<file path="src/rtl/serial_adder_ctrl.sv">
// Bit-serial adder: one full-adder cell reused over WIDTH cycles, LSB first, with valid/ready handshakes.
// Define SERIAL_ADDER_SUB_EN to add the op port (op=1 computes A-B, carry_out=1 means no borrow).
module serial_adder_ctrl #(
  parameter int WIDTH = 8
) (
  input  logic             clk,
  input  logic             rst,
  input  logic [WIDTH-1:0] a_in,
  input  logic [WIDTH-1:0] b_in,
`ifdef SERIAL_ADDER_SUB_EN
  input  logic             op,
`endif
  input  logic             in_valid,
  output logic             in_ready,
  output logic [WIDTH-1:0] sum_out,
  output logic             carry_out,
  output logic             out_valid,
  input  logic             out_ready,
  output logic             busy
);

  localparam int CW = $clog2(WIDTH + 1);
  localparam logic [CW-1:0] LAST_BIT = CW'(WIDTH - 1);

  typedef enum logic [1:0] {IDLE, RUN, DONE} state_t;

  state_t           state;
  logic [WIDTH-1:0] a_sh;
  logic [WIDTH-1:0] b_sh;
  logic [WIDTH-1:0] res;
  logic             carry;
  logic [CW-1:0]    cnt;
  logic             sub;
  logic             bit_sum;
  logic             bit_cout;

`ifdef SERIAL_ADDER_SUB_EN
  assign sub = op;
`else
  assign sub = 1'b0;
`endif

  assign bit_sum  = a_sh[0] ^ b_sh[0] ^ carry;
  assign bit_cout = (a_sh[0] & b_sh[0]) | (carry & (a_sh[0] ^ b_sh[0]));

  assign sum_out   = res;
  assign carry_out = carry;

  // Subtraction is A + ~B + 1: B is inverted on entry and the carry flop seeds the +1.
  always_ff @(posedge clk or posedge rst) begin
    if (rst) begin
      state     <= IDLE;
      in_ready  <= 1'b1;
      out_valid <= 1'b0;
      busy      <= 1'b0;
      a_sh      <= '0;
      b_sh      <= '0;
      res       <= '0;
      carry     <= 1'b0;
      cnt       <= '0;
    end else begin
      case (state)
        IDLE: begin
          if (in_valid) begin
            a_sh     <= a_in;
            b_sh     <= sub ? ~b_in : b_in;
            carry    <= sub;
            cnt      <= '0;
            state    <= RUN;
            in_ready <= 1'b0;
            busy     <= 1'b1;
          end
        end
        RUN: begin
          carry <= bit_cout;
          a_sh  <= a_sh >> 1;
          b_sh  <= b_sh >> 1;
          res   <= (res >> 1) | (WIDTH'(bit_sum) << (WIDTH - 1));
          cnt   <= cnt + 1'b1;
          if (cnt == LAST_BIT) begin
            state     <= DONE;
            busy      <= 1'b0;
            out_valid <= 1'b1;
          end
        end
        DONE: begin
          if (out_ready) begin
            state     <= IDLE;
            out_valid <= 1'b0;
            in_ready  <= 1'b1;
          end
        end
        default: begin
          state     <= IDLE;
          in_ready  <= 1'b1;
          out_valid <= 1'b0;
          busy      <= 1'b0;
        end
      endcase
    end
  end

endmodule

</file>
<file path="config.mk">
export PLATFORM = sky130hd
export DESIGN_NAME = serial_adder_ctrl
export DESIGN_NICKNAME = d
export VERILOG_FILES = /design/src/rtl/serial_adder_ctrl.sv
export SDC_FILE = /design/constraint.sdc
export NUM_CORES = 1
export LEC_CHECK = 0
export BUFFER_PORTS_ARGS = -buffer_cell sky130_fd_sc_hd__buf_2
export CAP_MARGIN = 10
export CORE_MARGIN = 10
export CORE_UTILIZATION = 46
export DETAILED_ROUTE_END_ITERATION = 8
export GPL_TIMING_DRIVEN = 0
export PLACE_DENSITY = 0.68
export RECOVER_POWER = 50
export SLEW_MARGIN = 20
export SYNTH_ARGS = -nofsm -noshare
export SYNTH_HDL_FRONTEND = slang
export SYNTH_SLANG_ARGS = --single-unit
</file>
<file path="constraint.sdc">
create_clock -name clk -period 3 [get_ports clk]
set_clock_uncertainty 0.05 [all_clocks]
set_input_delay 0.45 -clock clk [delete_from_list [all_inputs] [get_ports clk]]
set_output_delay 0.45 -clock clk [all_outputs]
set_load 0.01 [all_outputs]
</file>
==> summary by stage, run 1 <==
Clock network
The clock tree from TritonCTS is done. The insertion delay to the later sink of the worst-skew pair is 0.33 ns. No sink is reached through more buffers than the 2 on the longest clock path. In this run the number of H-tree levels came out at 2. The post-CTS setup-driven buffer insertion count is 0. The clock net sink count is 34. The number of clock buffers added by TritonCTS is 5. The clock tree root buffer cell is sky130_fd_sc_hd__clkbuf_4. In this run, post-CTS hold repair placed 0 buffers. The register clock-pin slew on the reported worst setup and hold paths is 0.10 ns. After clock tree synthesis, the repair step resized 0 gates.

Floorplan
The horizontal die dimension is 80.2 um. The vertical die dimension is 80.2 um. After floorplanning, the core was sized to cover 0.00342 sq mm. The initial utilization of the core area, before any placement, comes to 48.8%. The initialized floorplan defines 21 standard-cell rows. The floorplan die area is 0.00643 sq mm. The number of top-level pins is 32.

Timing
The worst hold margin is 0.329 ns. The post-layout minimum cycle time is 1.70 ns. Setup repair after global routing left no endpoint under its margin. The maximum clock frequency is 587 MHz. Setup violations remaining at the end of the flow were counted as 0. The worst pin sits at a relative slew slack of 15.1%.

The number of pins exceeding their max-slew limit in the final report is 0. The hold violation count in the final report is 0. The measured slew at the worst slew-check pin is 1.27 ns. The total negative setup slack is 0 ns. The period utilization is 56.8%.

Yosys
The synthesis warning total is 0. Ranked by total cell area, the synthesized netlist is headed by sky130_fd_sc_hd__dfrtp_1, sky130_fd_sc_hd__nand2_1, sky130_fd_sc_hd__a22oi_1, sky130_fd_sc_hd__a21oi_2, sky130_fd_sc_hd__o21ai_1. Of all flip-flops after synthesis, the portion carrying an async set or reset was 100%. Synthesis inferred 34 register bits. Summed over its instances, the top area cell type makes up 49.6% of the synthesized netlist area. The synthesized netlist occupies a cell area of 0.00167 sq mm. The leading area contributor after synthesis is sky130_fd_sc_hd__dfrtp_1. The average cell area after synthesis is 9.97 sq um. The leading cell type by number of instances after synthesis is sky130_fd_sc_hd__dfrtp_1. The number of distinct library cell variants in the gate-level netlist after synthesis is 34. The share of the yosys chip area belonging to registers is 51.2%. By count the netlist is led by sky130_fd_sc_hd__dfrtp_1, sky130_fd_sc_hd__nand2_1, sky130_fd_sc_hd__a22oi_1, sky130_fd_sc_hd__o21ai_1, sky130_fd_sc_hd__a21oi_2. The cell count after synthesis came out at 167.

Counting flops with a built-in enable in the synthesized netlist gives 0. The most used flip-flop cell after synthesis is sky130_fd_sc_hd__dfrtp_1. The number of nets produced by synthesis is 189.

Hold path
The class of the worst hold path is input port to flip-flop.

Cells and area
For this run, the post-layout net count is 227. Registers take 852 sq um. Of the cells placed in the final design, the portion with a size suffix greater than 1 is 27.7%.

The growth of design area from synthesis to finish is 16.8%. The repair_antennas step left the layout with diodes totalling 0. Cells fill 57.0% of the core in the end. The filler cells instantiated in the layout total 328. The area used by multi-input combinational logic is 711 sq um. The non-filler instance count after layout is 252.

Placed design
After legalization and detailed placement, the total HPWL measured 2.80 mm. The count of placed standard cells including taps is 244. The final estimated routing congestion in global placement is 0.769. Port buffering added 31 buffers.

Critical path
The required arrival time at the worst endpoint is 3.20 ns. STA classifies the critical path startpoint as a flip-flop. The setup path with the least slack is of type flip-flop to flip-flop. The type of destination of the critical path is a flip-flop. The arrival time reported for the critical path endpoint is 1.91 ns. The top fanout value on the critical path is 10.

Route
Once detail routing completed, the nets flagged for antenna violations numbered 0. The count of TritonRoute iterations in the first routing pass is 4. Detailed routing inserted a total of 1366 vias. Using the TritonRoute via totals, the vias-per-cell ratio works out to 5.42. The aggregate routed wire length is 3.87 mm. In this run, the number of DRC markers left after iteration 0 of detailed routing was 79. The average routed wire per standard cell is 15.3 um. The final routed DRC violation total is 0.

Power
Dividing total power by cell area gives a power density of 953 mW/mm^2. The leakage power total is 0.936 nW. The worst-case IR drop observed on VDD is 0.514 mV.

Global route
The number of global-route vias before repair is 1431. The maximum number of pins on one net before global-route repair is 35. The number of antenna violations at the first check in global routing is 0. The overall routing resource usage is 12.6%. After global routing the overflow that remains totals 0.

The global-route wire length before repair is 6.48 mm.

Run status
The run finished with clean final reports.

Run
Across the run, the number of max-cap violations was 0.
==> cell families (layout without fill, tap and decap cells) <==
logic type | after synthesis | count (layout) | share of synthesized area [%]
multiplexers | 1 | 1 | 0.676
buffers and inverters | 16 | 55 | 5.78
AO/OA/AOI/OAI | 57 | 57 | 23.1
flip-flops | 34 | 34 | 51.2
adder cells (fa/ha/maj) | 2 | 2 | 1.95
AND/OR/NAND/NOR | 57 | 57 | 17.4
==> worst max-delay path, cell delays in order (launching register included) <==
cell and delay (ns):
sky130_fd_sc_hd__dfrtp_1 0.33, sky130_fd_sc_hd__clkbuf_1 0.29, sky130_fd_sc_hd__nor2b_1 0.32, sky130_fd_sc_hd__clkbuf_1 0.42
sky130_fd_sc_hd__a22oi_1 0.11, sky130_fd_sc_hd__o21ai_0 0.10
==> placed cells by master, fill, tap and decap left out, types with 2 or more instances in the layout <==
cell type and count:
sky130_fd_sc_hd__nand2_1 28, sky130_fd_sc_hd__dfrtp_1 33, sky130_fd_sc_hd__a22oi_1 13, sky130_fd_sc_hd__clkbuf_1 5, sky130_fd_sc_hd__nor2b_1 8, sky130_fd_sc_hd__o21ai_1 11, sky130_fd_sc_hd__a22o_1 2, sky130_fd_sc_hd__a21oi_1 5
sky130_fd_sc_hd__buf_2 34, sky130_fd_sc_hd__o21ai_0 9, sky130_fd_sc_hd__clkbuf_4 5, sky130_fd_sc_hd__nor2_1 7, sky130_fd_sc_hd__a21oi_2 9, sky130_fd_sc_hd__o22ai_1 2, sky130_fd_sc_hd__and2b_1 6, sky130_fd_sc_hd__inv_1 5
sky130_fd_sc_hd__nand3b_1 2, sky130_fd_sc_hd__nand2b_1 2, sky130_fd_sc_hd__clkbuf_8 3, sky130_fd_sc_hd__a2bb2oi_1 2
==> stage by stage <==
stage | setup slack, ns | power, mW | cell area (sq um)
detailed placement | 1.48 | 1.58 | 1880
floorplan | 1.75 | 1.33 | 1670
CTS | 1.48 | 1.89 | 1960
finish | 1.30 | 1.85 | 1950
global route | 1.09 | 2.02 | 1950
global placement | 1.32 | 1.54 | 1880
==> routing by layer <==
metal / routed length [um] / GRT usage, % / vias up / part of all wire, %
li1: - / - / 654 / -
met2: 1940 / 21.7 / 31 / 50
met3: 240 / 4.68 / 7 / 6.2
met1: 1630 / 13.7 / 674 / 42
met5: 0 / 0 / - / 0
met4: 57 / 4.75 / 0 / 1.5
==> final timing paths <==
| path | from | end | slack, ns | depth (start not counted) |
|---|---|---|---|---|
| max reg2reg | state[0] | b_sh[0] | 1.30 | 5 |
| min | b_in[7] | b_sh[7] | 0.33 | 3 |
| max in group asynchronous | rst | sum_out[4] | 1.75 | 2 |
| min reg2reg | sum_out[0] | sum_out[0] | 0.44 | 2 |
| max | state[0] | b_sh[0] | 1.30 | 5 |
| min in group asynchronous | rst | b_sh[5] | 0.40 | 2 |
==> flip-flops by register name, indices dropped and copies added (netlist names) <==
name       count
in_ready       1
out_valid      1
a_sh           8
busy           1
cnt            4
carry_out      1
b_sh           8
sum_out        8
state          2
==> report_power, final <==
part / internal, mW / total (mW) / switching (mW)
Clock: 0.160 / 0.310 / 0.150
Sequential: 0.643 / 0.777 / 0.134
Combinational: 0.324 / 0.767 / 0.443
==> layout make-up <==
cell class                 count  share of cell area, %
sequential                    34                   43.8
multi-input combinational    117                   36.5
timing repair buffer          31                   7.97
clock buffer                   8                   4.05
buffer                        11                   3.73
tap                           46                   2.96
inverter                       5                  0.965
Power figures use the tool's default switching activity.
==> run 2, diff against run 1 <==
- PLACE_DENSITY: 0.68 -> 0.71
- clock period: 3 -> 1.5 ns (I/O delays scaled with it)
==> run 2 against run 1 <==
Net effect:
- routed wire length rose by 4.5%
- highest routed layer unchanged
- non-clock buffer count did not move
- critical endpoint is now a_sh[5]
- design area rose by 0.45%
- setup slack got worse by 1.2 ns
- count of clock-buffer cells in the layout fell by 3
- critical path depth fell by 1
- combinational power rose by 100%
- fmax rose by 26%
==> summary by stage, run 2 (same netlist as run 1, synthesis figures left out) <==
Timing
The hold violation count in the final report came to 0 (unchanged). The number of pins exceeding their max-slew limit in the final report came to 0 (unchanged). The measured slew at the worst slew-check pin is 0.698 ns (-0.574 ns). The period utilization came to 90.3% (+34 points). The total negative setup slack is 0 ns (unchanged). Setup repair after global routing left no endpoint under its margin. The normalized max-slew margin is 53.4% (+38 points).

The post-layout minimum cycle time was 1.35 ns (-0.349 ns). The number of setup violations in the final report is 0 (unchanged). The maximum clock frequency was 739 MHz (+26%).

Placed design
The final estimated routing congestion in global placement is 0.800 (+4.0%). The placed wire-length estimate after detailed placement came to 2.94 mm (+4.9%). The count of placed standard cells including taps was 244 (unchanged). The placement-stage cell area is 0.00188 sq mm (unchanged). The number of buffers added on ports is 31 (unchanged).

Clock network
The number of cells upsized or downsized after cts is 0 (unchanged). The TritonCTS buffer count came to 5 (unchanged). The clock tree from TritonCTS is done. The post-CTS setup-driven buffer insertion count is 0 (unchanged). The tree is rooted in a sky130_fd_sc_hd__clkbuf_4. The register clock-pin slew on the reported worst setup and hold paths is 0.11 ns (about the same). The clock net sink count came to 34 (unchanged). The insertion delay to the later sink of the worst-skew pair is 0.34 ns (about the same).

The number of H-tree levels is 2 (unchanged). The maximum clock insertion buffer count came to 2 (unchanged).

Critical path
The nature of the critical path startpoint is a flip-flop. The top fanout value on the critical path is 10 (unchanged). The arrival time reported for the critical path endpoint is 1.51 ns (-0.40 ns). The required arrival time at the worst endpoint is 1.66 ns (-1.54 ns). In this run the critical register-to-register path is captured at a_sh[5]. The worst setup path is captured at a flip-flop. The reg2reg setup slack is 0.15 ns (-1.15 ns). The termination of the worst setup path is a_sh[5]. The worst reg2reg path depth came to 4 (-1). The startpoint of the most critical register-to-register path is state[0]. Tracing the worst setup path back leads to its startpoint at state[0].

The critical path in this run is classified as flip-flop to flip-flop.

Route
The count of TritonRoute iterations in the first routing pass is 4 (unchanged). The number of routed nets with antenna violations came to 0 (unchanged). The per-cell via count in the routed design was 5.47 (+0.95%). The final routed DRC violation total was 0 (unchanged). The violation count after the first detailed-route iteration is 121 (+53%). The aggregate routed wire length came to 4.04 mm (+4.5%). The average routed wire per standard cell was 16.0 um (+4.5%).

The via total after detailed routing came to 1379 (+0.95%).

Floorplan
The horizontal die dimension is 80.2 um (unchanged). The number of top-level pins is 32 (unchanged). The vertical die dimension was 80.2 um (unchanged). The number of cell rows is 21 (unchanged).

The placeable core area came to 0.00342 sq mm (unchanged). The floorplan die area is 0.00643 sq mm (unchanged). The starting utilization of the core area is 48.8% (unchanged).

Power
The total power divided by cell area came to 1940 mW/mm^2 (+100%). The worst-case vdd ir drop is 0.959 mV (+87%). The leakage power total is 0.930 nW (-0.59%).

Cells and area
Leaving out fill and tap cells, the most frequent cell in the layout is sky130_fd_sc_hd__dfrtp_1. The antenna cell count was 0 (unchanged). The cell area after layout is 0.00195 sq mm (+0.45%). The final layout net count is 227 (unchanged).

The filler cell count in the final layout was 326 (-0.61%). The non-filler instance count after layout is 252 (unchanged). The area growth from synthesis to layout is 17.4%.

The share of post-route cells with drive strength above 1 was 27.2% (-0.49 points). In the layout the commonest cells are sky130_fd_sc_hd__dfrtp_1, sky130_fd_sc_hd__buf_2, sky130_fd_sc_hd__nand2_1. The area used by multi-input combinational logic is 717 sq um (+0.88%). The flip-flop and latch area is 852 sq um (unchanged).

Global route
The maximum number of pins on one net before global-route repair came to 35 (unchanged). The number of antenna violations at the first check in global routing is 0 (unchanged). The number of global-route vias before repair is 1474 (+3.0%). The global-route wire length before repair is 6.89 mm (+6.4%). The overall routing resource usage is 13.3% (+0.68 points). The overall overflow remaining after global route came to 0 (unchanged).

Hold path
The cell depth of the worst hold path is 3 (unchanged). The class of the worst hold path is input port to flip-flop.

Run status
The run finished with clean final reports.

Run
The total of max-cap violations came to 0 (unchanged).
-- run 2: where the power goes --
group	internal (mW)	switching, mW
Sequential	1.29	0.317
Clock	0.345	0.317
Combinational	0.657	0.879
Total	2.29	1.51
-- run 2: worst min path at each step --
stage	startpoint	to
2_1_floorplan	rst	a_sh[0]
3_3_place_gp	sum_out[0]	sum_out[0]
3_5_place_dp	rst	sum_out[0]
4_1_cts	b_in[2]	b_sh[2]
5_1_grt	b_in[5]	b_sh[5]
6_report	b_in[5]	b_sh[5]
-- run 2: repair_timing --
action / in CTS / in global routing
hold buffers: 1 / 0
endpoints found under the setup margin: 0 / 1
endpoints found under the hold margin: 33 / 0
-- run 2: final cells by class --
cell class              count  area share (%)
clock buffers               5            1.92
inverters                   5           0.960
clock inverters             3            2.05
multi-input cells         117            36.7
flip-flops and latches     34            43.6
repair buffers             32            8.13
well taps                  46            2.94
plain buffers              10            3.71
-- run 2: critical path, stage by stage, from the launching register on --
cell	delay [ns]
sky130_fd_sc_hd__dfrtp_1	0.49
sky130_fd_sc_hd__nor2b_2	0.23
sky130_fd_sc_hd__buf_4	0.18
sky130_fd_sc_hd__a22oi_1	0.15
sky130_fd_sc_hd__o21ai_0	0.12
-- run 2: per-layer routing --
layer,track usage (%),up-vias,part of all wire (%)
met5,0,-,0
met4,4.40,0,1.4
met3,5.57,9,7.8
met2,20.4,34,45
met1,16.4,676,46
li1,-,660,-
-- run 2: metrics by stage --
stage	total power, mW	hold slack (ns)	worst slack (ns)	util [%]
floorplan	2.65	0.316	0.279	-
global placement	3.07	0.408	0.0279	55.0
detailed placement	3.19	0.328	0.136	55.0
CTS	3.85	0.0882	0.111	57.5
global route	4.12	0.0836	0.0396	57.2
finish	3.80	0.0932	0.146	57.2
